==> config.mk <==
export PLATFORM = sky130hd
export DESIGN_NAME = spi_master_flat
export DESIGN_NICKNAME = d
export VERILOG_FILES = /design/src/rtl/spi_pkg.sv /design/src/rtl/spi_master_if.sv /design/src/rtl/spi_clk_div.sv /design/src/rtl/spi_master.sv /design/src/flat_wrapper.sv
export SDC_FILE = /design/constraint.sdc
export NUM_CORES = 1
export LEC_CHECK = 0
export ABC_CLOCK_PERIOD_IN_PS = 2000
export BUFFER_PORTS_ARGS = -buffer_cell sky130_fd_sc_hd__buf_2
export CORE_MARGIN = 3
export CORE_UTILIZATION = 55
export DETAILED_ROUTE_END_ITERATION = 10
export MAX_ROUTING_LAYER = met4
export PLACE_DENSITY = 0.79
export REMOVE_ABC_BUFFERS = 1
export SYNTH_ARGS = -nofsm -noshare
export SYNTH_HDL_FRONTEND = slang
export SYNTH_SLANG_ARGS = --single-unit
==> constraint.sdc <==
create_clock -name clk -period 2 [get_ports clk]
set_input_delay 0.2 -clock clk [delete_from_list [all_inputs] [get_ports clk]]
set_output_delay 0.2 -clock clk [all_outputs]
set_load 0.005 [all_outputs]
==> src/rtl/spi_pkg.sv <==
// Shared SPI definitions: FSM states, frame length helper and the rw-bit encoding
// that the host master and the accelerator's slave decoder both rely on.
package spi_pkg;

  typedef enum logic [2:0] {
    IDLE  = 3'd0,
    SETUP = 3'd1,
    HIGH  = 3'd2,
    LOW   = 3'd3,
    END   = 3'd4,
    GAP   = 3'd5
  } spi_state_e;

  localparam logic RW_WRITE = 1'b1;
  localparam logic RW_READ  = 1'b0;

  function automatic int frame_len(input int addr_w, input int data_w);
    return 1 + addr_w + data_w;
  endfunction

endpackage

==> src/rtl/spi_master_if.sv <==
// Request/response handshake plus the four SPI wires of the host-side master.
interface spi_master_if #(
  parameter int ADDR_W = 16,
  parameter int DATA_W = 32
);

  logic              req_valid;
  logic              req_ready;
  logic              req_rw;
  logic [ADDR_W-1:0] req_addr;
  logic [DATA_W-1:0] req_wdata;
  logic              rsp_valid;
  logic [DATA_W-1:0] rsp_rdata;
  logic              sclk;
  logic              cs_n;
  logic              mosi;
  logic              miso;

  modport master (
    input  req_valid, req_rw, req_addr, req_wdata, miso,
    output req_ready, rsp_valid, rsp_rdata, sclk, cs_n, mosi
  );

  modport slave (
    output req_valid, req_rw, req_addr, req_wdata, miso,
    input  req_ready, rsp_valid, rsp_rdata, sclk, cs_n, mosi
  );

endinterface

==> src/rtl/spi_clk_div.sv <==
// Half-period tick generator: restarts whenever the FSM changes state and flags
// the CLK_DIV-th cycle spent in that state.
module spi_clk_div #(
  parameter int CLK_DIV = 4
) (
  input  logic clk,
  input  logic reset,
  input  logic restart,
  output logic tick
);

  localparam int CNT_W = $clog2(CLK_DIV + 1);

  logic [CNT_W-1:0] cnt_r;

  // counter saturates on the terminal value so it can never wrap
  always_ff @(posedge clk) begin
    if (!reset) begin
      cnt_r <= CNT_W'(0);
    end else if (restart) begin
      cnt_r <= CNT_W'(0);
    end else if (cnt_r != CNT_W'(CLK_DIV - 1)) begin
      cnt_r <= cnt_r + CNT_W'(1);
    end
  end

  assign tick = (cnt_r == CNT_W'(CLK_DIV - 1));

endmodule

==> src/rtl/spi_master.sv <==
// Host-side SPI master (mode 0, MSB first): one {rw, addr, data} frame per
// accepted request, read data returned on a single-cycle response strobe.
module spi_master
  import spi_pkg::*;
#(
  parameter int ADDR_W  = 16,
  parameter int DATA_W  = 32,
  parameter int CLK_DIV = 4
) (
  input logic          clk,
  input logic          reset,
  spi_master_if.master bus
);

  localparam int FRAME = frame_len(ADDR_W, DATA_W);
  localparam int BIT_W = $clog2(FRAME + 1);

  spi_state_e        state_r;
  spi_state_e        state_s;
  logic [FRAME-1:0]  shreg_r;
  logic [DATA_W-1:0] rx_r;
  logic [BIT_W-1:0]  bit_cnt_r;
  logic              rw_r;
  logic              tick_s;
  logic              accept_s;
  logic              restart_s;
  logic              busy_s;
  logic              req_ready_r;
  logic              rsp_valid_r;
  logic [DATA_W-1:0] rsp_rdata_r;
  logic              sclk_r;
  logic              cs_n_r;
  logic              mosi_r;

  assign accept_s  = (state_r == IDLE) && bus.req_valid && req_ready_r;
  assign restart_s = (state_s != state_r);
  assign busy_s    = (state_r == SETUP) || (state_r == HIGH) || (state_r == LOW);

  spi_clk_div #(.CLK_DIV(CLK_DIV)) u_clk_div (
    .clk     (clk),
    .reset   (reset),
    .restart (restart_s),
    .tick    (tick_s)
  );

  // next-state decode
  always_comb begin
    state_s = state_r;
    case (state_r)
      IDLE:    if (accept_s) state_s = SETUP; else state_s = IDLE;
      SETUP:   if (tick_s) state_s = HIGH; else state_s = SETUP;
      HIGH:    if (tick_s) state_s = LOW; else state_s = HIGH;
      LOW: begin
        if (!tick_s) begin
          state_s = LOW;
        end else if (bit_cnt_r != BIT_W'(0)) begin
          state_s = HIGH;
        end else begin
          state_s = END;
        end
      end
      END:     state_s = GAP;
      GAP:     if (tick_s) state_s = IDLE; else state_s = GAP;
      default: state_s = IDLE;
    endcase
  end

  // state register, shift/receive registers and bit counter
  always_ff @(posedge clk) begin
    if (!reset) begin
      state_r   <= IDLE;
      shreg_r   <= {FRAME{1'b0}};
      rx_r      <= {DATA_W{1'b0}};
      bit_cnt_r <= BIT_W'(0);
      rw_r      <= RW_READ;
    end else begin
      state_r <= state_s;
      if (accept_s) begin
        shreg_r   <= {bus.req_rw, bus.req_addr,
                      (bus.req_rw == RW_WRITE) ? bus.req_wdata : {DATA_W{1'b0}}};
        bit_cnt_r <= BIT_W'(FRAME);
        rw_r      <= bus.req_rw;
      end else if ((state_r == HIGH) && tick_s) begin
        shreg_r   <= {shreg_r[FRAME-2:0], 1'b0};
        bit_cnt_r <= bit_cnt_r - BIT_W'(1);
        rx_r      <= {rx_r[DATA_W-2:0], bus.miso};
      end
    end
  end

  // outputs are registered from the current state, so the pins trail the FSM by one cycle;
  // req_ready alone follows the next state so it drops on the very edge that accepts
  always_ff @(posedge clk) begin
    if (!reset) begin
      req_ready_r <= 1'b0;
      rsp_valid_r <= 1'b0;
      rsp_rdata_r <= {DATA_W{1'b0}};
      sclk_r      <= 1'b0;
      cs_n_r      <= 1'b1;
      mosi_r      <= 1'b0;
    end else begin
      req_ready_r <= (state_s == IDLE);
      rsp_valid_r <= (state_r == END);
      sclk_r      <= (state_r == HIGH);
      cs_n_r      <= !busy_s;
      mosi_r      <= busy_s ? shreg_r[FRAME-1] : 1'b0;
      if (state_r == END) begin
        rsp_rdata_r <= (rw_r == RW_READ) ? rx_r : {DATA_W{1'b0}};
      end
    end
  end

  assign bus.req_ready = req_ready_r;
  assign bus.rsp_valid = rsp_valid_r;
  assign bus.rsp_rdata = rsp_rdata_r;
  assign bus.sclk      = sclk_r;
  assign bus.cs_n      = cs_n_r;
  assign bus.mosi      = mosi_r;

endmodule

==> src/flat_wrapper.sv <==
// flat-port wrapper written by rule: the top's interface ports become plain ports
module spi_master_flat import spi_pkg::*;
#(
  parameter int ADDR_W  = 16,
  parameter int DATA_W  = 32,
  parameter int CLK_DIV = 4
)
  (clk, reset, bus_req_valid, bus_req_rw, bus_req_addr, bus_req_wdata, bus_miso, bus_req_ready, bus_rsp_valid, bus_rsp_rdata, bus_sclk, bus_cs_n, bus_mosi);
  spi_master_if #(.ADDR_W(ADDR_W), .DATA_W(DATA_W)) bus_i ();
  input logic clk;
  input logic reset;
  input wire logic [$bits(bus_i.req_valid)-1:0] bus_req_valid;
  input wire logic [$bits(bus_i.req_rw)-1:0] bus_req_rw;
  input wire logic [$bits(bus_i.req_addr)-1:0] bus_req_addr;
  input wire logic [$bits(bus_i.req_wdata)-1:0] bus_req_wdata;
  input wire logic [$bits(bus_i.miso)-1:0] bus_miso;
  output wire logic [$bits(bus_i.req_ready)-1:0] bus_req_ready;
  output wire logic [$bits(bus_i.rsp_valid)-1:0] bus_rsp_valid;
  output wire logic [$bits(bus_i.rsp_rdata)-1:0] bus_rsp_rdata;
  output wire logic [$bits(bus_i.sclk)-1:0] bus_sclk;
  output wire logic [$bits(bus_i.cs_n)-1:0] bus_cs_n;
  output wire logic [$bits(bus_i.mosi)-1:0] bus_mosi;
  assign bus_i.req_valid = bus_req_valid;
  assign bus_i.req_rw = bus_req_rw;
  assign bus_i.req_addr = bus_req_addr;
  assign bus_i.req_wdata = bus_req_wdata;
  assign bus_i.miso = bus_miso;
  assign bus_req_ready = bus_i.req_ready;
  assign bus_rsp_valid = bus_i.rsp_valid;
  assign bus_rsp_rdata = bus_i.rsp_rdata;
  assign bus_sclk = bus_i.sclk;
  assign bus_cs_n = bus_i.cs_n;
  assign bus_mosi = bus_i.mosi;
  spi_master #(.ADDR_W(ADDR_W), .DATA_W(DATA_W), .CLK_DIV(CLK_DIV)) u_core (.clk(clk), .reset(reset), .bus(bus_i));
endmodule
==> results.tsv <==
metric	value	unit
cpLargestDelayFamily	adder cells	
grt_pass1_vias	4538	
ys_top_cells_by_area	dfxtp_1 53%, nand2_1 6.6%, a21oi_1 5.7%, a221oi_1 5.7%, a22o_1 5.7%	
clock_latency	0.51	ns
drtPass1Iterations	5	
synth.mux.area_fraction	0.004083	
path_cells	ha_1, ha_1, and4bb_2, buf_4, a22oi_1, a21oi_1	
cp_max_fo	32	
core	0.008423	mm^2
synth.distinct_cells	43	
power_density	1014	mW/mm^2
initial_core_util	0.5821	
slew_headroom	0.6909	
min_to	u_core.shreg_r[3]	
cpMaxStageDelayCell	dfxtp_1	
synth-simple-area-share	0.1375	
seq_area	0.002623	mm^2
synth_xor_area_frac	0.01072	
clkSinkCount	131	
chipWidth	100.4	um
htreeDepth	4	
critPathArrivalTime	2.32	ns
grtUsageMet1	0.3188	
grt_pass1_wl	20960	um
die_area	0.01008	mm^2
min_path_type	in -> reg	
multiInputGateArea	0.002052	mm^2
gr-total-overflow	0	
seq_area_frac_synth	0.5348	
synth_fa_ha_area_frac	0.01276	
io_buffers	89	
diodes	0	
rsz0062_at_grt	false	
fin_skew	0.005317	ns
grt_use_met3	0.07158	
root_buffer	clkbuf_8	
synth_area_per_cell	9.217	um^2
ios	90	
maxSlewViolCount	0	
antenna_found_initial	0	
synth_top_cell_area_share	0.5348	
crit-reg2reg-launch	u_core.u_clk_div.cnt_r[1]	
crit_buf_inv	1	
cts.repair.resized	0	
met2_usage	0.4286	
drtIter0Drc	342	
tightest_slew	0.4609	ns
grt-busiest-layer	met2	
p_leak	2.699	nW
synth_compound_area_frac	0.2503	
hold_viol_final	0	
cp.required	2.43	ns
vias	4503	
viasPerCell	5.795	
fin_cells	777	
fin_crit	1.898	ns
status	completed	
synth_seq_cells	131	
dpl.hpwl	7099	um
criticalPathCategory	reg -> reg	
worstHoldStart	bus_req_wdata[3]	
place_inst	698	
syn-instance-count	532	
cts_setup_buffers	0	
rows	33	
grt_use_total	0.2662	
synth_top_family_by_area	compound AO/OA/AOI/OAI gates	
die_h	100.4	um
cp-startpoint	u_core.u_clk_div.cnt_r[1]	
fin_hold_ws	0.01625	ns
cts.path.max_buffers	2	
wire_per_inst	16.14	um
syn_to_final_growth	33.48	%
synth_ff_type	dfxtp_1	
antenna_left	0	
async_flop_share	0	
drive_above_1_share	0.2188	
synth_enable_flop_cells	0	
drc	0	
final_net_count	717	
hold_depth	3	
synth_warnings	0	
wl	12540	um
synth_area_leader_cell	dfxtp_1	
setup_viol	0	
cap_viol_max_count	0	
fillers	564	
cts.clk_slew.worst_paths	0.06	ns
cts_buffers	17	
post-route-period-util	0.9488	
gp_congestion	0.8622	
synth_area	0.004903	mm^2
start_kind	flop	
grt_max_degree	41	
max_stage_delay	0.36	ns
cp_common_cell	ha_1	
cts_tree	yes	
reg2reg_to	u_core.shreg_r[41]	
rrSetupSlack	0.10	ns
clock.fmax	0.5270	GHz
r2r_cells	6	
vdd_ir_drop_max	0.5464	mV
worstSetupEndpointType	flop	
cell type report:
cell class / instances / share of cell area
Sequential cell: 131 / 0.4007
Inverter: 7 / 0.004015
Clock inverter: 15 / 0.03326
Tap cell: 105 / 0.02007
Clock buffer: 17 / 0.06328
Timing Repair Buffer: 153 / 0.1652
Multi-Input combinational cell: 349 / 0.3135
worst min-delay path, delay by kind of cell:
family	cells	cell delay, ns
AOI/OAI and AO/OA	1	0.07
and+or+nand+nor	1	0.13
buffers and inverters	1	0.09
power breakdown:
part / switching, mW / internal (mW)
registers: 0.0705 / 2.72
clock network: 1.21 / 2.06
logic: 0.309 / 0.261
total: 1.59 / 5.04
cells by family after synthesis:
| family | count (synthesis) |
|---|---|
| xor gates and xnor gates | 6 |
| DFF | 131 |
| adders and majority gates | 5 |
| muxes | 2 |
| buffers and inverters | 52 |
| AOI/OAI and AO/OA | 182 |
| and+or+nand+nor | 154 |
flip-flops by register name, indices dropped and copies added (netlist names), 3 cells and up:
signal	flops
u_core.shreg_r	49
u_core.bus.rsp_rdata	32
u_core.rx_r	32
u_core.bit_cnt_r	6
u_core.state_r	3
u_core.u_clk_div.cnt_r	3
layer usage:
layer / routed length (um) / share of wire
met5: 0 / 0
met4: 210 / 0.017
met3: 835 / 0.067
met2: 6211 / 0.50
met1: 5283 / 0.42
worst max-delay path by stage:
stage / to / slack (ns) / depth (start not counted)
floorplan: u_core.shreg_r[48] / -1.86 / 6
detailed placement: u_core.shreg_r[34] / 0.22 / 7
global route: u_core.bit_cnt_r[5] / 0.001 / 7
finish: u_core.shreg_r[41] / 0.10 / 6
CTS: u_core.bit_cnt_r[4] / 0.20 / 6
global placement: u_core.shreg_r[48] / 0.27 / 6
what timing repair did:
action / 4_1_cts / 5_1_grt
hold buffers: 47 / 0
endpoints found under the setup margin: 0 / 0
endpoints found under the hold margin: 47 / 0
stage by stage:
| stage | setup slack, ns | utilization | cell area, um^2 | power, mW | TNS (ns) |
|---|---|---|---|---|---|
| final | 0.1023 | 0.7770 | 6545 | 6.636 | 0 |
| after global routing | 0.001129 | 0.7770 | 6545 | 6.873 | 0 |
| after CTS | 0.1996 | 0.7770 | 6545 | 6.651 | 0 |
| after detailed placement | 0.2173 | 0.6462 | 5443 | 3.310 | 0 |
| after global placement | 0.2742 | 0.6462 | 5443 | 3.286 | 0 |
| after floorplan | -1.862 | - | 4686 | 3.107 | -114.11 |
cell usage after synthesis, types with 2 or more instances:
library cell,number
a211oi_1,4
a21oi_1,56
a221oi_1,32
a22o_1,32
a22oi_1,17
and2_1,3
and3_1,3
buf_2,21
buf_4,4
clkbuf_1,18
dfxtp_1,131
ha_1,5
inv_1,6
mux2i_1,2
nand2_1,86
nand3_1,4
nor2_1,43
nor3_1,5
o211ai_1,2
o21ai_0,19
o21ai_1,13
xnor2_1,2
xor2_1,4
cell usage in the layout (no fill, tap or decap), types with 2 or more instances in the layout:
master         synthesis  final
buf_12                 0      3
inv_1                  6      5
and2_1                 3      3
a22oi_1               17     17
o21ai_0               19     19
a21oi_1               56     54
ha_1                   5      5
a22o_1                32     32
nor2_1                43     43
nor3_1                 5      5
a221oi_1              32     32
clkinv_4               0      2
a211oi_1               4      4
nand2_1               86     86
o211ai_1               2      2
bufinv_16              0      4
dfxtp_1              131    131
and3_1                 3      3
clkbuf_16              0     16
xor2_1                 4      4
mux2i_1                2      2
dlygate4sd3_1          0     47
inv_2                  1      2
xnor2_1                2      2
o21ai_1               13     13
nand3_1                4      4
buf_2                 21     89
inv_6                  0      7
buf_4                  4     14
(Power assumes the default switching activity.)
